==> src/rtl/sr_cmd_seq.sv <==
`timescale 1ns/1ps
`default_nettype none
// ============================================================================
//  Module   : sr_cmd_seq
//  Purpose  : Queues set/reset commands and drives them one at a time onto
//             the s/r inputs of a downstream SR flip-flop. Each command is a
//             PULSE_W-cycle pulse, then a one-cycle quiet gap, then a wait of
//             up to TIMEOUT cycles for q_fb to confirm the requested level.
//             A confirmed command pulses done; an unconfirmed one sets the
//             sticky err flag. s and r are never high together.
//  Options  : SR_CMD_SKIP_EN - when defined, a popped command whose level
//             already matches q_fb is acknowledged with done on the next
//             cycle and never drives s or r.
//  Revision : 1.0 - initial release
// ============================================================================
module sr_cmd_seq #(
  parameter int PULSE_W = 2,   // cycles s or r is held per command (1..15)
  parameter int DEPTH   = 4,   // command FIFO entries (power of 2, 2..16)
  parameter int TIMEOUT = 8    // confirmation wait limit in cycles (1..255)
) (
  input  logic clk,
  input  logic rst,
  input  logic req_valid,
  input  logic req_op,
  output logic req_ready,
  output logic s,
  output logic r,
  input  logic q_fb,
  output logic busy,
  output logic done,
  output logic err,
  input  logic err_clr
);

  // --------------------------------------------------------------------------
  // Derived constants
  // --------------------------------------------------------------------------
  localparam int AW = (DEPTH > 1) ? $clog2(DEPTH) : 1;   // pointer width
  localparam int CW = AW + 1;                            // occupancy width

  localparam logic [AW-1:0] PTR_ONE = AW'(1);
  localparam logic [CW-1:0] CNT_ONE = CW'(1);
  localparam logic [CW-1:0] DEPTH_C = CW'(DEPTH);

  // Last value of each phase counter; the phase ends on the edge where the
  // counter already holds this value.
  localparam logic [3:0] PW_LAST = 4'(PULSE_W - 1);
  localparam logic [7:0] TO_LAST = 8'(TIMEOUT - 1);

  // Sequencer states
  localparam logic [1:0] ST_IDLE  = 2'd0;
  localparam logic [1:0] ST_DRIVE = 2'd1;
  localparam logic [1:0] ST_GAP   = 2'd2;
  localparam logic [1:0] ST_CHECK = 2'd3;

  // --------------------------------------------------------------------------
  // Internal signals
  // --------------------------------------------------------------------------
  // Command FIFO (one bit per entry: 1 = set, 0 = reset)
  logic [DEPTH-1:0] fifo_mem;
  logic [AW-1:0]    wr_ptr;
  logic [AW-1:0]    rd_ptr;
  logic [CW-1:0]    count;

  logic             push;
  logic             pop;
  logic             head_op;
  logic             skip_hit;

  // Sequencer state and phase counters
  logic [1:0]       state;
  logic [1:0]       state_nxt;
  logic [3:0]       drive_cnt;
  logic [3:0]       drive_cnt_nxt;
  logic [7:0]       to_cnt;
  logic [7:0]       to_cnt_nxt;

  // Command being executed
  logic             op_q;

  // Next values of the registered outputs
  logic             s_nxt;
  logic             r_nxt;
  logic             done_nxt;
  logic             err_nxt;
  logic             timeout_hit;
  logic             confirm_hit;

  // --------------------------------------------------------------------------
  // FIFO handshake and status
  // --------------------------------------------------------------------------
  // Accept whenever there is room; a push while full is simply not taken.
  assign req_ready = (count < DEPTH_C);
  assign push      = req_valid & req_ready;

  // The sequencer only takes a new command while it is idle.
  assign pop       = (state == ST_IDLE) && (count != '0);
  assign head_op   = fifo_mem[rd_ptr];

  // Busy covers both queued work and a command still in flight.
  assign busy      = (state != ST_IDLE) || (count != '0);

`ifdef SR_CMD_SKIP_EN
  // The flip-flop already holds the requested level: nothing to drive.
  assign skip_hit  = (head_op == q_fb);
`else
  // Every command is driven and confirmed, whatever q_fb shows.
  assign skip_hit  = 1'b0;
`endif

  // Confirmation and timeout conditions while waiting in CHECK.
  assign confirm_hit = (q_fb == op_q);

  // --------------------------------------------------------------------------
  // FIFO storage: payload needs no reset, occupancy tracking does
  // --------------------------------------------------------------------------
  // Write the incoming command bit into the tail slot.
  always_ff @(posedge clk) begin
    if (push) begin
      fifo_mem[wr_ptr] <= req_op;
    end
  end

  // Advance pointers and occupancy; push and pop together leave count alone.
  always_ff @(posedge clk or posedge rst) begin
    if (rst) begin
      wr_ptr <= '0;
      rd_ptr <= '0;
      count  <= '0;
    end else begin
      if (push) begin
        wr_ptr <= wr_ptr + PTR_ONE;
      end
      if (pop) begin
        rd_ptr <= rd_ptr + PTR_ONE;
      end
      case ({push, pop})
        2'b10:   count <= count + CNT_ONE;
        2'b01:   count <= count - CNT_ONE;
        default: count <= count;
      endcase
    end
  end

  // --------------------------------------------------------------------------
  // Sequencer FSM
  // --------------------------------------------------------------------------
  // State register.
  always_ff @(posedge clk or posedge rst) begin
    if (rst) begin
      state <= ST_IDLE;
    end else begin
      state <= state_nxt;
    end
  end

  // Next-state and phase-counter logic.
  always_comb begin
    state_nxt     = state;
    drive_cnt_nxt = drive_cnt;
    to_cnt_nxt    = to_cnt;
    case (state)
      ST_IDLE: begin
        if (pop && !skip_hit) begin
          state_nxt     = ST_DRIVE;
          drive_cnt_nxt = '0;
        end
      end
      ST_DRIVE: begin
        if (drive_cnt == PW_LAST) begin
          state_nxt = ST_GAP;
        end else begin
          drive_cnt_nxt = drive_cnt + 4'd1;
        end
      end
      ST_GAP: begin
        state_nxt  = ST_CHECK;
        to_cnt_nxt = '0;
      end
      ST_CHECK: begin
        if (confirm_hit || (to_cnt == TO_LAST)) begin
          state_nxt = ST_IDLE;
        end else begin
          to_cnt_nxt = to_cnt + 8'd1;
        end
      end
      default: begin
        state_nxt = ST_IDLE;
      end
    endcase
  end

  // Next values of the registered outputs.
  always_comb begin
    s_nxt       = 1'b0;
    r_nxt       = 1'b0;
    done_nxt    = 1'b0;
    timeout_hit = 1'b0;
    case (state)
      ST_IDLE: begin
        if (pop) begin
          if (skip_hit) begin
            done_nxt = 1'b1;
          end else begin
            // s and r are always complementary copies of one bit, so the
            // forbidden s=r=1 combination cannot be produced.
            s_nxt = head_op;
            r_nxt = ~head_op;
          end
        end
      end
      ST_DRIVE: begin
        if (drive_cnt != PW_LAST) begin
          s_nxt = op_q;
          r_nxt = ~op_q;
        end
      end
      ST_CHECK: begin
        if (confirm_hit) begin
          done_nxt = 1'b1;
        end else if (to_cnt == TO_LAST) begin
          timeout_hit = 1'b1;
        end
      end
      default: begin
        s_nxt = 1'b0;
        r_nxt = 1'b0;
      end
    endcase

    // A timeout on the same edge as a clear request keeps the flag set.
    if (timeout_hit) begin
      err_nxt = 1'b1;
    end else if (err_clr) begin
      err_nxt = 1'b0;
    end else begin
      err_nxt = err;
    end
  end

  // Output, latched-command and counter registers.
  always_ff @(posedge clk or posedge rst) begin
    if (rst) begin
      s         <= 1'b0;
      r         <= 1'b0;
      done      <= 1'b0;
      err       <= 1'b0;
      op_q      <= 1'b0;
      drive_cnt <= '0;
      to_cnt    <= '0;
    end else begin
      s         <= s_nxt;
      r         <= r_nxt;
      done      <= done_nxt;
      err       <= err_nxt;
      drive_cnt <= drive_cnt_nxt;
      to_cnt    <= to_cnt_nxt;
      if (pop) begin
        op_q <= head_op;
      end
    end
  end

endmodule
`default_nettype wire
==> config.mk <==
export PLATFORM = sky130hd
export DESIGN_NAME = sr_cmd_seq
export DESIGN_NICKNAME = d
export VERILOG_FILES = /design/src/rtl/sr_cmd_seq.sv
export SDC_FILE = /design/constraint.sdc
export NUM_CORES = 1
export LEC_CHECK = 0
export CAP_MARGIN = 30
export CORE_MARGIN = 2
export CORE_UTILIZATION = 51
export CTS_CLUSTER_DIAMETER = 100
export CTS_CLUSTER_SIZE = 30
export DETAILED_ROUTE_END_ITERATION = 8
export PLACE_DENSITY = 0.74
export REMOVE_ABC_BUFFERS = 1
export SYNTH_ARGS = -nofsm -noshare
export SYNTH_HDL_FRONTEND = slang
export SYNTH_SLANG_ARGS = --single-unit
==> constraint.sdc <==
create_clock -name clk -period 2 [get_ports clk]
set_input_delay 0.4 -clock clk [delete_from_list [all_inputs] [get_ports clk]]
set_output_delay 0.4 -clock clk [all_outputs]
set_load 0.01 [all_outputs]
==> results.sh <==
export IMPL_seqPwrFrac=0.372
export IMPL_worst_ir_drop_vdd_mv=0.8490
export IMPL_final_common_cell="dfrtp_1"
export IMPL_p_leak_nw=0.8796
export IMPL_dp_hpwl_um=2186
export IMPL_synth_edf_count=4
export IMPL_synthFlopType="dfrtp_1"
export IMPL_drtIter0Drc=37
export IMPL_initial_core_util=0.5277
export IMPL_fin_skew_ps=22.42
export IMPL_cp_required_ps=1600
export IMPL_synthCells=143
export IMPL_ios=12
export IMPL_power_density_mw_per_mm2=1359
export IMPL_fp_dieH_um=59.97
export IMPL_synth_seq_area_share=0.4824
export IMPL_multi_input_area_um2=785.8
export IMPL_htree_num_levels=2
export IMPL_switchingPower_w=0.001020
export IMPL_grt_max_degree=27
export IMPL_worstMarginPinSlew_ps=368.1
export IMPL_routedWlPerCell_um=13.12
export IMPL_seqCellArea_um2=770.7
export IMPL_nFillCells=246
export IMPL_ys_warn_count=0
export IMPL_avgSynthCellArea_um2=11.17
export IMPL_clk_insertion_delay_late_ps=340
export IMPL_grt_usage=0.1884
export IMPL_yosys_register_bits=30
export IMPL_status="finished clean"
export IMPL_combPwrFrac=0.499
export IMPL_final_nets=193
export IMPL_grt_setup_unrepaired="true"
export IMPL_antenna_found_initial=0
export IMPL_clkSlewWorstSetupHoldPaths_ps=110
export IMPL_grt_pass1_wl_um=4857
export IMPL_grt_pass1_vias=1108
export IMPL_hold_viol=0
export IMPL_end_kind="output pin"
export IMPL_final_util=0.6442
export IMPL_core_rowCount=20
export IMPL_path_class="reg2out"
export IMPL_cts_root_buf="clkbuf_4"
export IMPL_dp_cells=210
export IMPL_post_place_ws_ps=-65.48
export IMPL_core_mm2=0.003028
export IMPL_critPathLaunchType="flip-flop"
export IMPL_drcViolationCount=0
export IMPL_setup_viol_count_final=0
export IMPL_async_reset_ff_frac=0.8667
export IMPL_p_sw_frac=0.3847
export IMPL_p_clk_frac=0.129
export IMPL_layout_drive_gt1_share=0.2343
export IMPL_cp_arrival_ps=1530
export IMPL_cp_slowest_cell="or4b_4"
export IMPL_max_cap_viol_count=0
export IMPL_cts_max_path_buffers=2
export IMPL_die_area_mm2=0.003596
export IMPL_area_delta_synth_final_pct=22.08
export IMPL_routed_wirelength_um=2874
export IMPL_fin_crit_ps=1935
export IMPL_antennaDiodeCount=0
export IMPL_port_buffers=11
export IMPL_crit_chain="inv_2 > ha_4 > or4b_4 > buf_6"
export IMPL_final_cell_mix="dfrtp_1, buf_4, inv_1, nand2_1"
export IMPL_numCtsBuffers=5
export IMPL_finalMaxSlewViolations=0
export IMPL_routed_via_density=5.324
export IMPL_period_share=0.9674
export IMPL_setup_slack_ps=65.20
export IMPL_die_width_um=59.97
export IMPL_grt_overflow_total=0
export IMPL_fmax_ghz=0.5168
export IMPL_cts_sinks=30
export IMPL_gp_congestion=0.9148
export IMPL_layout_cells_non_filler=219
export IMPL_drtPass1Iterations=4
export IMPL_routed_via_count=1166
export IMPL_hold_ws_ps=404.4
export IMPL_internal_power_w=0.001631
export IMPL_hp_class="in2async"
export IMPL_cts_hold_buffers_added=0
export IMPL_critPathMaxStageDelay_ps=470
export IMPL_ant_nets=0
export IMPL_tritoncts="yes"
export IMPL_relSlewSlack=0.7476
export IMPL_netlist_area_mm2=0.001598
export IMPL_yosysUniqueCellTypes=38
export IMPL_cp_max_fo=2
[state kept, by name (all words and copies together) (netlist names)]
register and flops:
wr_ptr 2, state 2, r 1, err 1, done 1, op_q 1, fifo_mem 4, drive_cnt 4
to_cnt 8, rd_ptr 2, s 1, count 3
[worst paths after layout]
kind	start	to	slack [ps]	cells past startpoint
setup / recovery	state[0]	busy	70	4
min in group clk	to_cnt[7]	to_cnt[7]	490	1
hold / removal	rst	rd_ptr[1]	400	3
setup reg to reg	state[0]	count[2]	120	11
hold reg to reg	to_cnt[7]	to_cnt[7]	490	1
max in group asynchronous	rst	drive_cnt[1]	1320	3
[power groups by stage]
stage	combinational, W	sequential (W)	clock (W)
2_1_floorplan	0.000804	0.000965	0
3_3_place_gp	0.00119	0.000974	0
3_5_place_dp	0.00125	0.000988	0
4_1_cts	0.00127	0.000979	0.000349
5_1_grt	0.00148	0.00102	0.000383
6_report	0.00132	0.000987	0.000342
[through the flow]
stage / cell area, um^2 / total power, W / TNS, ps
after floorplan: 1590 / 0.001770 / 0
after detailed placement: 1861 / 0.002240 / -65.48
after CTS: 1913 / 0.002598 / -0.5371
after global placement: 1861 / 0.002161 / 0
final: 1951 / 0.002651 / 0
after global routing: 1951 / 0.002880 / -20.30
[cells by family (layout without fill, tap and decap cells)]
group	Yosys count	after routing	share of synthesized area
AO/OA/AOI/OAI	21	21	0.08692
XOR/XNOR	10	10	0.05952
adder cells (fa/ha/maj)	13	13	0.1065
buffers and inverters	18	50	0.04229
flip-flops	30	30	0.4824
multiplexers	8	8	0.06108
AND/OR/NAND/NOR	43	43	0.1613
[critical path: cells and delay by family, from the launching register on]
| family | cells | cell delay, ps |
|---|---|---|
| adder cells (fa/ha/maj) | 1 | 140 |
| AND/OR/NAND/NOR | 1 | 470 |
| buffers and inverters | 2 | 220 |
| flip-flops | 1 | 390 |
[Yosys cell counts (2+ instances only)]
library cell,count,area (um^2)
nor4b_1,2,17.52
nand4_1,3,18.77
clkbuf_1,2,7.510
xnor2_1,7,61.31
o21ai_0,7,35.03
inv_1,16,60.06
nor2b_1,2,12.51
nor2_1,5,18.77
o21ai_1,2,10.01
nand3_1,3,15.01
nand2_1,13,48.80
xor2_1,2,17.52
ha_1,12,150.1
edfxtp_1,4,120.1
or3_1,2,12.51
o211ai_1,2,15.01
or4b_1,2,20.02
a21oi_1,2,10.01
o22ai_1,3,18.77
and2_1,4,25.02
dfrtp_1,26,650.6
mux2i_1,6,60.06
[final cells by class]
cell class,count,share of cell area
Tap cell,44,0.02822
Sequential cell,30,0.3951
Inverter,16,0.03079
Clock buffer,6,0.02117
Multi-Input combinational cell,95,0.4028
Timing Repair Buffer,26,0.1167
Clock inverter,2,0.005131
[what timing repair did]
action	in CTS	in global routing
setup buffers	0	1
pin swaps	1	3
setup endpoints to repair	1	2
gates resized for setup	6	9
[metal layers]
| layer | vias up | global-route usage | part of all wire |
|---|---|---|---|
| li1 | 562 | - | - |
| met1 | 569 | 0.2101 | 0.40 |
| met2 | 29 | 0.3307 | 0.54 |
| met3 | 6 | 0.06494 | 0.039 |
| met4 | 0 | 0.06667 | 0.016 |
| met5 | - | 0 | 0 |
Power figures use the tool's default switching activity.
